$ cat src/rtl/regfile_wb_dump.sv
// Write-back register file with two combinational read ports and a sequential
// dump engine that streams every entry out, one per cycle, for inspection.
module regfile_wb_dump #(
  parameter int DATA_W = 32,
  parameter int ADDR_W = 5,
  parameter int BYPASS = 1
) (
  input  logic              clk,
  input  logic              rst,
  input  logic              we,
  input  logic [ADDR_W-1:0] waddr,
  input  logic [DATA_W-1:0] wdata,
  input  logic [ADDR_W-1:0] raddr1,
  input  logic [ADDR_W-1:0] raddr2,
  output logic [DATA_W-1:0] rdata1,
  output logic [DATA_W-1:0] rdata2,
  input  logic              dump_req,
  output logic              dump_busy,
  output logic              dump_valid,
  output logic [ADDR_W-1:0] dump_idx,
  output logic [DATA_W-1:0] dump_data,
  output logic              dump_done
);

  localparam int                DEPTH    = 2 ** ADDR_W;
  localparam logic [ADDR_W-1:0] LAST_IDX = ADDR_W'(DEPTH - 1);
  localparam bit                BYP_EN   = (BYPASS != 0);

  typedef enum logic [1:0] {
    IDLE = 2'd0,
    DUMP = 2'd1,
    DONE = 2'd2
  } state_t;

  // ---------------------------------------------------------------------------
  // Storage
  // ---------------------------------------------------------------------------
  logic [DATA_W-1:0] mem_q [DEPTH];
  logic [DATA_W-1:0] mem_d [DEPTH];
  logic [DEPTH-1:0]  wr_sel;

  // Entry 0 never gets a write strobe, so it stays at its reset value of zero.
  generate
    for (genvar gi = 0; gi < DEPTH; gi++) begin : g_wsel
      if (gi == 0) begin : g_zero
        assign wr_sel[gi] = 1'b0;
      end else begin : g_entry
        assign wr_sel[gi] = we && (waddr == ADDR_W'(gi));
      end
    end
  endgenerate

  always_comb begin
    for (int i = 0; i < DEPTH; i++) begin
      mem_d[i] = wr_sel[i] ? wdata : mem_q[i];
    end
  end

  always_ff @(posedge clk) begin
    if (rst) begin
      for (int i = 0; i < DEPTH; i++) begin
        mem_q[i] <= '0;
      end
    end else begin
      for (int i = 0; i < DEPTH; i++) begin
        mem_q[i] <= mem_d[i];
      end
    end
  end

  // ---------------------------------------------------------------------------
  // Read ports
  // ---------------------------------------------------------------------------
  logic byp1;
  logic byp2;

  assign byp1 = BYP_EN && we && (waddr == raddr1);
  assign byp2 = BYP_EN && we && (waddr == raddr2);

  always_comb begin
    rdata1 = mem_q[raddr1];
    if (raddr1 == '0) begin
      rdata1 = '0;
    end else if (byp1) begin
      rdata1 = wdata;
    end
  end

  always_comb begin
    rdata2 = mem_q[raddr2];
    if (raddr2 == '0) begin
      rdata2 = '0;
    end else if (byp2) begin
      rdata2 = wdata;
    end
  end

  // ---------------------------------------------------------------------------
  // Dump engine
  // ---------------------------------------------------------------------------
  state_t            state_q,      state_d;
  logic [ADDR_W-1:0] cnt_q,        cnt_d;
  logic              dump_valid_q, dump_valid_d;
  logic [ADDR_W-1:0] dump_idx_q,   dump_idx_d;
  logic [DATA_W-1:0] dump_data_q,  dump_data_d;
  logic              dump_done_q,  dump_done_d;
  logic [DATA_W-1:0] dump_src;

  // The entry being emitted reflects a write landing on the same edge only
  // when forwarding is enabled; index 0 always comes out as zero.
  always_comb begin
    dump_src = mem_q[cnt_q];
    if (BYP_EN && we && (cnt_q != '0) && (waddr == cnt_q)) begin
      dump_src = wdata;
    end
  end

  always_comb begin
    state_d      = state_q;
    cnt_d        = cnt_q;
    dump_valid_d = dump_valid_q;
    dump_idx_d   = dump_idx_q;
    dump_data_d  = dump_data_q;
    dump_done_d  = dump_done_q;

    case (state_q)
      IDLE: begin
        dump_valid_d = 1'b0;
        dump_done_d  = 1'b0;
        if (dump_req) begin
          state_d = DUMP;
          cnt_d   = '0;
        end
      end
      DUMP: begin
        dump_valid_d = 1'b1;
        dump_idx_d   = cnt_q;
        dump_data_d  = dump_src;
        cnt_d        = cnt_q + ADDR_W'(1);
        if (cnt_q == LAST_IDX) begin
          state_d = DONE;
        end
      end
      DONE: begin
        dump_valid_d = 1'b0;
        dump_done_d  = 1'b1;
        state_d      = IDLE;
      end
      default: begin
        state_d      = IDLE;
        dump_valid_d = 1'b0;
        dump_done_d  = 1'b0;
      end
    endcase
  end

  always_ff @(posedge clk) begin
    if (rst) begin
      state_q      <= IDLE;
      cnt_q        <= '0;
      dump_valid_q <= 1'b0;
      dump_idx_q   <= '0;
      dump_data_q  <= '0;
      dump_done_q  <= 1'b0;
    end else begin
      state_q      <= state_d;
      cnt_q        <= cnt_d;
      dump_valid_q <= dump_valid_d;
      dump_idx_q   <= dump_idx_d;
      dump_data_q  <= dump_data_d;
      dump_done_q  <= dump_done_d;
    end
  end

  assign dump_busy  = (state_q != IDLE);
  assign dump_valid = dump_valid_q;
  assign dump_idx   = dump_idx_q;
  assign dump_data  = dump_data_q;
  assign dump_done  = dump_done_q;

endmodule

$ cat config.mk
export PLATFORM = sky130hd
export DESIGN_NAME = regfile_wb_dump
export DESIGN_NICKNAME = d
export VERILOG_FILES = /design/src/rtl/regfile_wb_dump.sv
export SDC_FILE = /design/constraint.sdc
export NUM_CORES = 2
export LEC_CHECK = 0
export ABC_AREA = 1
export CORE_MARGIN = 1
export CORE_UTILIZATION = 40
export DETAILED_ROUTE_END_ITERATION = 10
export PLACE_DENSITY = 0.58
export SKIP_CTS_REPAIR_TIMING = 1
export SLEW_MARGIN = 20
export SYNTH_ARGS = -nofsm -noshare
export SYNTH_HDL_FRONTEND = slang
export SYNTH_SLANG_ARGS = --single-unit
$ cat constraint.sdc
create_clock -name clk -period 5.06 [get_ports clk]
set_clock_uncertainty 0.1 [all_clocks]
set_input_delay 1.012 -clock clk [delete_from_list [all_inputs] [get_ports clk]]
set_output_delay 1.012 -clock clk [all_outputs]
set_load 0.05 [all_outputs]
==> metrics.md <==
| Metric | Value |
|---|---|
| First-pass GRT wire length | 448,000 um |
| Core area | 0.159 mm2 |
| Post-Place Cells | 9,941 |
| Setup_tns | 0 ps |
| Worst reg2reg path endpoint | dump_data[14] |
| Critical path startpoint category | input pin |
| Synth Warn # | 0 |
| # port buffers | 154 |
| Final setup violation count | 0 |
| Antenna violations before repair | 22 |
| Fin crit period | 4890 ps |
| Post-Route WL | 323,000 um |
| Syn nets | 8,214 |
| Avg Cell Area, Syn | 7.84 um2 |
| Layout cells sized above 1 | 7.70% |
| Hpwl dp | 189,000 um |
| Max cap viols | 0 |
| Nets@finish | 8,043 |
| Clk slew on worst S/H paths | 60 ps |
| Sequential fraction of the synthesis area | 48.1% |
| Final Cycle Share | 96.6% |
| Post-Syn Instances | 8,160 |
| Area Overhead vs Synth | 13.0% |
| Asr flop ratio synth | 0% |
| Final setup margin | 172 ps |
| Launch point of the worst path | waddr[1] |
| Worst EP required | 3950 ps |
| Fillers | 15,297 |
| Initial Util | 40.4% |
| Hold_ws | 393 ps |
| Die Width | 402 um |
| Cell area after layout | 0.0723 mm2 |
| Non-Filler Instances | 10,172 |
| Detailed-route DRC error count | 0 |
| CP Class | input pin to primary output |
| R2R setup slack | 1680 ps |
| Chip Height | 402 um |
| Max-slew violations | 0 |
| Slew headroom | 19.0% |
| Max clock buf depth | 3 |
| Clock net sink count | 1,043 |
| GR Overflow Total | 0 |
| CTS Buf Count | 118 |
| Total vias in the final route | 66,635 |
| CP Capture Type | primary output |
| Synth Flop Type | edfxtp_1 |
| # rows | 146 |
| Largest net degree at the start of global routing | 156 |
| Reg2reg start | cnt_q[1] |
| LEAKAGE | 0.0275 uW |
| Routed len/inst | 31.7 um |
| Ports | 155 |
| Latest clock arrival within the worst-skew pair | 780 ps |
| Least-Margin Pin Slew | 1220 ps |
| CP Max Fanout | 20 |
| Post-Synthesis Cell Area | 0.0640 mm2 |
| Post-synth EDFFs | 992 |
| Synth Register Bits | 1,043 |
| Min-Delay Path Class | register to register |
| Via density | 6.55 |
| CTS tree | yes |
| Vias in the first global route | 60,874 |
| Reg area | 0.0308 mm2 |
| Worst Path Arrival | 3780 ps |
| CTS root buf | clkbuf_16 |
| Maximum vdd drop | 0.317 mV |
| FMAX | 205 MHz |
| Post-Place Setup Slack | 308 ps |
| End of the critical path | rdata2[8] |
| RSZ-0062 raised after global routing | false |
| Antenna viol nets, final | 0 |
| Detailed Routing Iterations Pass 1 | 7 |
| Pwr/cell area | 330 mW/mm2 |
| Most frequent cells in the layout | 1,395 x nand2_1, 1,058 x nand3_1, 1,057 x nor2_1 |
| Die ar. | 0.162 mm2 |
| H-tree levels | 3 |
| Status | finished clean |
| Total GRT Usage | 38.5% |
| Multi-input gate area | 0.0274 mm2 |
| Final hold vios | 0 |
| Placed inst area | 0.0685 mm2 |
| Post-synth cell types | 39 |
| Routability cong. | 0.943 |
| Most common cell after layout, fill and taps aside | nand2_1 |
| R2r worst-path depth | 11 |
| DRT iter0 DRCs | 11,652 |
| Hold depth | 1 |
## where the power goes
group | switching, uW | internal (uW)
clock network | 3800 | 4920
registers | 364 | 10100
logic | 3420 | 1270
total | 7580 | 16300
## cell type report
cell class	count	share of cell area, %
antenna	11	0.0381
clock buffer	163	4.66
clock inverter	57	0.625
inverter	739	3.92
multi-input combinational	5664	37.8
sequential	1043	42.6
tap	2072	3.59
timing repair buffer	423	6.70
## through the flow
step	total power, uW	util, %
2_1_floorplan	13100	-
4_1_cts	23600	45.6
3_3_place_gp	15000	43.2
3_5_place_dp	15100	43.2
5_1_grt	24400	45.6
6_report	23900	45.6
## how the worst min path moves through the flow
stage                           from         end
after global routing      state_q[0]  state_q[0]
after detailed placement  state_q[0]  state_q[0]
final                     state_q[0]  state_q[0]
after global placement    state_q[0]  state_q[0]
after CTS                 state_q[0]  state_q[0]
after floorplan           state_q[0]  state_q[0]
## worst max-delay path: stages
cell and delay [ps]:
clkdlybuf4s50_1 540, inv_1 190, o22ai_1 90, nor3_1 300
nand3_4 610, buf_12 400, nor2_1 120, nor2_1 60
nand2_1 170, inv_1 70, buf_4 190
## cells by family (layout without fill, tap and decap cells)
kind of cell / Yosys count / count (layout) / synth area share (%)
compound gates: 2019 / 2019 / 18.4
xor+xnor: 5 / 5 / 0.0684
fa+ha+maj: 3 / 3 / 0.0587
simple gates: 3637 / 3637 / 23.9
flops: 1043 / 1043 / 48.1
other cells: 0 / 11 / 0
buf+inv: 1453 / 1382 / 9.52
## per-layer routing
metal	part of all wire (%)	track usage [%]
met3	17	14.4
met5	0.041	0
met1	36	49.6
met2	41	54.8
met4	6.8	22.8
## state kept, by name, summed over array words and instances, names as in the netlist, named ones only
register and cells:
dump_done 1, dump_idx 5, mem_q 992, dump_data 32
state_q 2, dump_valid 1, cnt_q 5
## Yosys cell counts, types with 4 or more instances
| cell type | number | share of area [%] |
|---|---|---|
| a21oi_1 | 733 | 5.7 |
| xor2_1 | 5 | 0.068 |
| a22oi_1 | 19 | 0.22 |
| o221ai_1 | 7 | 0.096 |
| o21ai_0 | 597 | 4.7 |
| dfxtp_1 | 51 | 1.6 |
| clkbuf_1 | 262 | 1.5 |
| o22ai_1 | 38 | 0.37 |
| inv_1 | 691 | 4.1 |
| o211ai_1 | 585 | 6.9 |
| nand3_1 | 1060 | 8.3 |
| nand2_1 | 1420 | 8.3 |
| inv_4 | 4 | 0.039 |
| nor2_1 | 1059 | 6.2 |
| nand4_1 | 61 | 0.60 |
| a31oi_1 | 5 | 0.049 |
| inv_2 | 9 | 0.053 |
| buf_6 | 16 | 0.28 |
| clkinv_1 | 35 | 0.21 |
| edfxtp_1 | 992 | 47 |
| buf_4 | 28 | 0.33 |
| o2111ai_1 | 10 | 0.14 |
| buf_2 | 320 | 2.5 |
| o21ai_1 | 19 | 0.15 |
| nor2_2 | 4 | 0.039 |
| or2_2 | 22 | 0.22 |
| buf_1 | 87 | 0.51 |
Power figures use the tool's default switching activity.
